$ cat src/rtl/fifo_flags.sv
// fifo_flags: single-clock FIFO with occupancy count, programmable
// almost-full/almost-empty thresholds, overflow/underflow pulses and an
// optional first-word-fall-through read port.
//
// Ports:
//   clk          rising-edge clock
//   rstn         synchronous active-low reset
//   wr_en        write request, data_in is the word to store
//   rd_en        read request (standard) or pop acknowledge (FWFT)
//   data_out     read data, qualified by valid
//   full/empty   count == DEPTH / count == 0
//   almost_full  count >= AF_THRESH
//   almost_empty count <= AE_THRESH
//   count        occupancy, 0..DEPTH
//   overflow     one-cycle pulse after a rejected write
//   underflow    one-cycle pulse after a read of an empty FIFO
module fifo_flags #(
    parameter int DATA_WIDTH = 8,
    parameter int DEPTH      = 16,
    parameter int AF_THRESH  = 14,
    parameter int AE_THRESH  = 2,
    parameter int FWFT       = 0
) (
    input  logic                      clk,
    input  logic                      rstn,
    input  logic                      wr_en,
    input  logic [DATA_WIDTH-1:0]     data_in,
    input  logic                      rd_en,
    output logic [DATA_WIDTH-1:0]     data_out,
    output logic                      valid,
    output logic                      full,
    output logic                      empty,
    output logic                      almost_full,
    output logic                      almost_empty,
    output logic [$clog2(DEPTH):0]    count,
    output logic                      overflow,
    output logic                      underflow
);

    localparam int AW = $clog2(DEPTH);
    localparam int CW = AW + 1;

    logic [DATA_WIDTH-1:0] mem [DEPTH];
    logic [AW-1:0]         wr_ptr;
    logic [AW-1:0]         rd_ptr;
    logic [CW-1:0]         cnt;
    logic                  wa;
    logic                  ra;
    logic                  ovf_q;
    logic                  udf_q;

    // All flags decode the count register only.
    assign full         = (cnt == CW'(DEPTH));
    assign empty        = (cnt == '0);
    assign almost_full  = (cnt >= CW'(AF_THRESH));
    assign almost_empty = (cnt <= CW'(AE_THRESH));
    assign count        = cnt;
    assign overflow     = ovf_q;
    assign underflow    = udf_q;

    // A full FIFO still takes a write when a read frees a slot this cycle.
    // An empty FIFO never serves a read, even with a concurrent write.
    assign ra = rd_en && !empty;
    assign wa = wr_en && (!full || ra);

    always_ff @(posedge clk) begin
        if (!rstn) begin
            wr_ptr <= '0;
            rd_ptr <= '0;
            cnt    <= '0;
            ovf_q  <= 1'b0;
            udf_q  <= 1'b0;
        end else begin
            if (wa) wr_ptr <= wr_ptr + 1'b1;
            if (ra) rd_ptr <= rd_ptr + 1'b1;
            unique case ({wa, ra})
                2'b10:   cnt <= cnt + 1'b1;
                2'b01:   cnt <= cnt - 1'b1;
                default: cnt <= cnt;
            endcase
            ovf_q <= wr_en && !wa;
            udf_q <= rd_en && empty;
        end
    end

    // Storage is not reset. When full, a same-slot read sees the old word
    // because the read samples before this write lands.
    always_ff @(posedge clk) begin
        if (rstn && wa) mem[wr_ptr] <= data_in;
    end

    generate
        if (FWFT != 0) begin : g_fwft
            assign data_out = mem[rd_ptr];
            assign valid    = !empty;
        end else begin : g_std
            logic [DATA_WIDTH-1:0] dq;
            logic                  vq;

            always_ff @(posedge clk) begin
                if (!rstn) begin
                    dq <= '0;
                    vq <= 1'b0;
                end else begin
                    vq <= ra;
                    if (ra) dq <= mem[rd_ptr];
                end
            end

            assign data_out = dq;
            assign valid    = vq;
        end
    endgenerate

endmodule

$ cat config.mk
export PLATFORM = sky130hd
export DESIGN_NAME = fifo_flags
export DESIGN_NICKNAME = d
export VERILOG_FILES = /design/src/rtl/fifo_flags.sv
export SDC_FILE = /design/constraint.sdc
export NUM_CORES = 1
export LEC_CHECK = 0
export CORE_ASPECT_RATIO = 0.6
export CORE_MARGIN = 2
export CORE_UTILIZATION = 40
export CTS_CLUSTER_SIZE = 30
export DETAILED_ROUTE_END_ITERATION = 10
export SLEW_MARGIN = 40
export SYNTH_ARGS = -nofsm -noshare
export SYNTH_HDL_FRONTEND = slang
export SYNTH_SLANG_ARGS = --single-unit
$ cat constraint.sdc
create_clock -name clk -period 2.6 [get_ports clk]
set_input_delay 0.65 -clock clk [delete_from_list [all_inputs] [get_ports clk]]
set_output_delay 0.65 -clock clk [all_outputs]
set_load 0.02 [all_outputs]
==> qor.txt <==
Grt ovf = 0
GRT Resource Usage Total = 17.7%
Worst setup path end = count[4]$_SDFFE_PN0P_
DRT iter0 DRCs = 343
CP max FO = 4
Seq/Total Area, Yosys = 70.6%
Mapped cell area = 6130 µm²
Insertion delay to the later sink of the worst-skew pair = 0.42 ns
Clock Pin Slew Worst Setup and Hold Paths = 0.06 ns
Fmax = 400 MHz
Row count = 34
# hold bufs at CTS = 0
Initial antenna violation count = 0
Placed cells = 630
R2r setup slk = 0.10 ns
Delay of the slowest cell on the worst path = 0.58 ns
Adder-cell share of the synthesized area = 1.96%
Nets = 473
Critical path class = reg2reg
Status = complete, no violations
Mapped Cells = 385
Final setup margin = 0.102 ns
Layout area overhead = 23.0%
Bufs and invs on worst path = 1
Die height = 99.9 µm
Crit path max-delay family = simple AND/OR/NAND/NOR gates
Yosys top cell by area = edfxtp_1
IO Pins = 32
Crit path from = count[0]$_SDFFE_PN0P_
Post-DP Area = 6880 µm²
Dpl ws = -0.0704 ns
Clock period minus worst slack = 2.50 ns
Final period util = 96.1%
Max Slew Vio Count = 0
CP arrival = 2.83 ns
Yosys cell types = 42
Worst Reg-to-Reg Cells = 9
Post-Synth XOR/XNOR Area = 0.572%
Global-route wire length before repair = 20700 µm
Pwr/cell area = 931 nW/µm²
Worst r2r src = count[0]$_SDFFE_PN0P_
H-tree lvl count = 4
Buffers on Ports = 31
WHS = 0.533 ns
Max-cap check violation count = 0
Slew @ Worst Pin = 0.853 ns
CTS Buf Count = 17
Warnings from Yosys = 0
Reg-to-Reg End = count[4]$_SDFFE_PN0P_
Routed vias = 3612
Share of cells above drive strength 1 = 20.0%
Largest net degree at the start of global routing = 52
Avg WL per Cell = 20.7 µm
Crit-path cells = or4_4 > o21a_1 > nand2b_1 > inv_1 > ha_1 > nand2b_1 > a21oi_1 > or3_1 > a41oi_2
Top cell type's share of synthesized area = 62.7%
Main combinational cell family by area after synthesis = multiplexers
Final setup vio count = 0
Post-layout power = 7.01 mW
Slowest CP cell = or4_4
Non-filler cells, final = 663
Clock Sinks = 152
Crit path top cell by count = nand2b_1
Maximum vdd drop = 0.000486 V
Drc violations = 0
Synth Area in Compound Gates = 6.45%
Startpoint types = flop
Gpl congestion = 0.920
Number of diodes = 0
Clock root buffer = clkbuf_16
Pre-antenna DRT Iters = 5
Mapped Nets = 406
Lkg Pwr = 2.47 nW
Layout Skew = 0.0101 ns
Main area contributors after synthesis = edfxtp_1 63%, dfxtp_1 7.8%, mux2i_1 6.2%
Core area = 14700 µm²
CTS tree = built
Via density = 5.45
Total Wirelength = 13700 µm
Syn_area_per_cell = 15.9 µm²
Critical Path Sink Type = flop
Post-Synth Simple-Gate Area = 6.09%
Starting Density = 41.6%
Die W = 164 µm
Vias in the first global route = 3482
Cell area after layout = 7540 µm²
Register bit total from synthesis = 152
Final ANT Viol Nets = 0
Mux share of post-synthesis cell area = 12.3%
Die area = 16400 µm²
WP depth = 9
Final HPWL DP = 9270 µm
Rel. slew slack = 43.0%
Maximum buffer depth of the clock tree = 2
Filler cell count in the final layout = 1247
Hold crit path type = reg2reg
Worst Path Required = 2.93 ns
Final Hold Fails = 0
## stage by stage
stage,setup TNS (ns),utilization (%)
after floorplan,0,-
after global placement,0,46.7
after detailed placement,-0.0704,46.7
after CTS,0,51.1
after global routing,-0.0366,51.2
final,0,51.2
## how the worst min path moves through the flow
| stage | start | end | slack (ns) | depth (start not counted) |
|---|---|---|---|---|
| floorplan | rd_ptr[1]$_SDFFE_PN0P_ | rd_ptr[1]$_SDFFE_PN0P_ | 0.51 | 2 |
| CTS | data_out[7]$_SDFFE_PN0P_ | data_out[7]$_SDFFE_PN0P_ | 0.54 | 2 |
| global placement | data_out[7]$_SDFFE_PN0P_ | data_out[7]$_SDFFE_PN0P_ | 0.52 | 2 |
| finish | data_out[7]$_SDFFE_PN0P_ | data_out[7]$_SDFFE_PN0P_ | 0.53 | 2 |
| detailed placement | data_out[7]$_SDFFE_PN0P_ | data_out[7]$_SDFFE_PN0P_ | 0.52 | 2 |
| global route | data_out[7]$_SDFFE_PN0P_ | data_out[7]$_SDFFE_PN0P_ | 0.57 | 2 |
## layer usage
layer / GRT usage [%] / part of all wire (%)
met3: 4.71 / 7.4
met4: 4.93 / 0.72
met2: 24.1 / 42
met1: 27.8 / 50
met5: 0 / 0
## logic make-up (layout without fill, tap and decap cells)
logic type	after synthesis	in the layout
compound gates	60	60
buf+inv	28	108
flops	152	152
fa+ha+maj	9	9
simple gates	77	77
mux	55	55
xor+xnor	4	4
## power by group
part	switching [mW]	total, mW	leakage (nW)	internal [mW]
Clock	1.03	2.66	0.303	1.63
Sequential	0.101	2.86	1.35	2.76
Combinational	0.826	1.49	0.819	0.662
## cell type report
cell class | count | area [µm²] | area share [%]
repair buffers | 69 | 604 | 8.02
multi-input cells | 205 | 1700 | 22.5
inverters | 7 | 26.3 | 0.349
well taps | 198 | 248 | 3.29
flip-flops and latches | 152 | 4330 | 57.4
clock buffers | 17 | 425 | 5.64
clock inverters | 15 | 213 | 2.82
## worst reg2reg max path: stages (launching register included)
cell and delay (ns):
dfxtp_1 0.31, or4_4 0.58, o21a_1 0.21, nand2b_1 0.12, inv_1 0.09, ha_1 0.31, nand2b_1 0.12, a21oi_1 0.10
or3_1 0.38, a41oi_2 0.20
## Yosys cell counts (all sizes together)
cell	n
mux2	1
nand3	4
and3	2
a31o	1
o211ai	3
nor3	14
a211o	1
o22ai	16
xor2	2
and2	1
o21a	3
a21oi	13
or3	3
a2111oi	1
nand4	1
fa	1
nand2	15
or4	1
dfxtp	24
nand3b	2
a22oi	8
ha	8
mux4	16
clkinv	1
or3b	1
inv	6
a41oi	1
nor4	1
mux2i	38
xnor2	2
nand2b	7
nor2b	3
buf	11
edfxtp	128
a21o	1
clkbuf	10
nor2	22
o21ai	12
## state kept, by name, indices dropped and copies added, names as in the netlist
name,count
overflow,1
count,5
wr_ptr,4
rd_ptr,4
valid,1
data_out,8
underflow,1
mem,128
## timing repair
action	in CTS	in global routing
resized for setup	4	2
setup buffers	0	1
endpoints found under the setup margin	3	1
## cells in the final DEF, fill, tap and decap left out, types with 2 or more instances in the layout
| cell | count |
|---|---|
| nand3b_1 | 2 |
| edfxtp_1 | 128 |
| clkinvlp_4 | 3 |
| o21ai_4 | 2 |
| nor3_1 | 14 |
| xor2_1 | 2 |
| buf_4 | 37 |
| nor2b_1 | 3 |
| clkdlybuf4s50_1 | 28 |
| clkbuf_16 | 17 |
| nand3_1 | 4 |
| ha_1 | 8 |
| clkinv_1 | 2 |
| mux2i_1 | 38 |
| bufinv_16 | 4 |
| a21oi_1 | 13 |
| inv_6 | 5 |
| dfxtp_1 | 23 |
| o21ai_1 | 9 |
| and3_1 | 2 |
| inv_8 | 2 |
| nand2_1 | 15 |
| inv_1 | 6 |
| nor2_1 | 22 |
| o211ai_1 | 3 |
| dlygate4sd2_1 | 3 |
| or3_1 | 3 |
| nand2b_1 | 7 |
| mux4_2 | 16 |
| xnor2_1 | 2 |
| a22oi_1 | 8 |
| o21a_1 | 3 |
| o22ai_1 | 16 |
(Power assumes the default switching activity.)
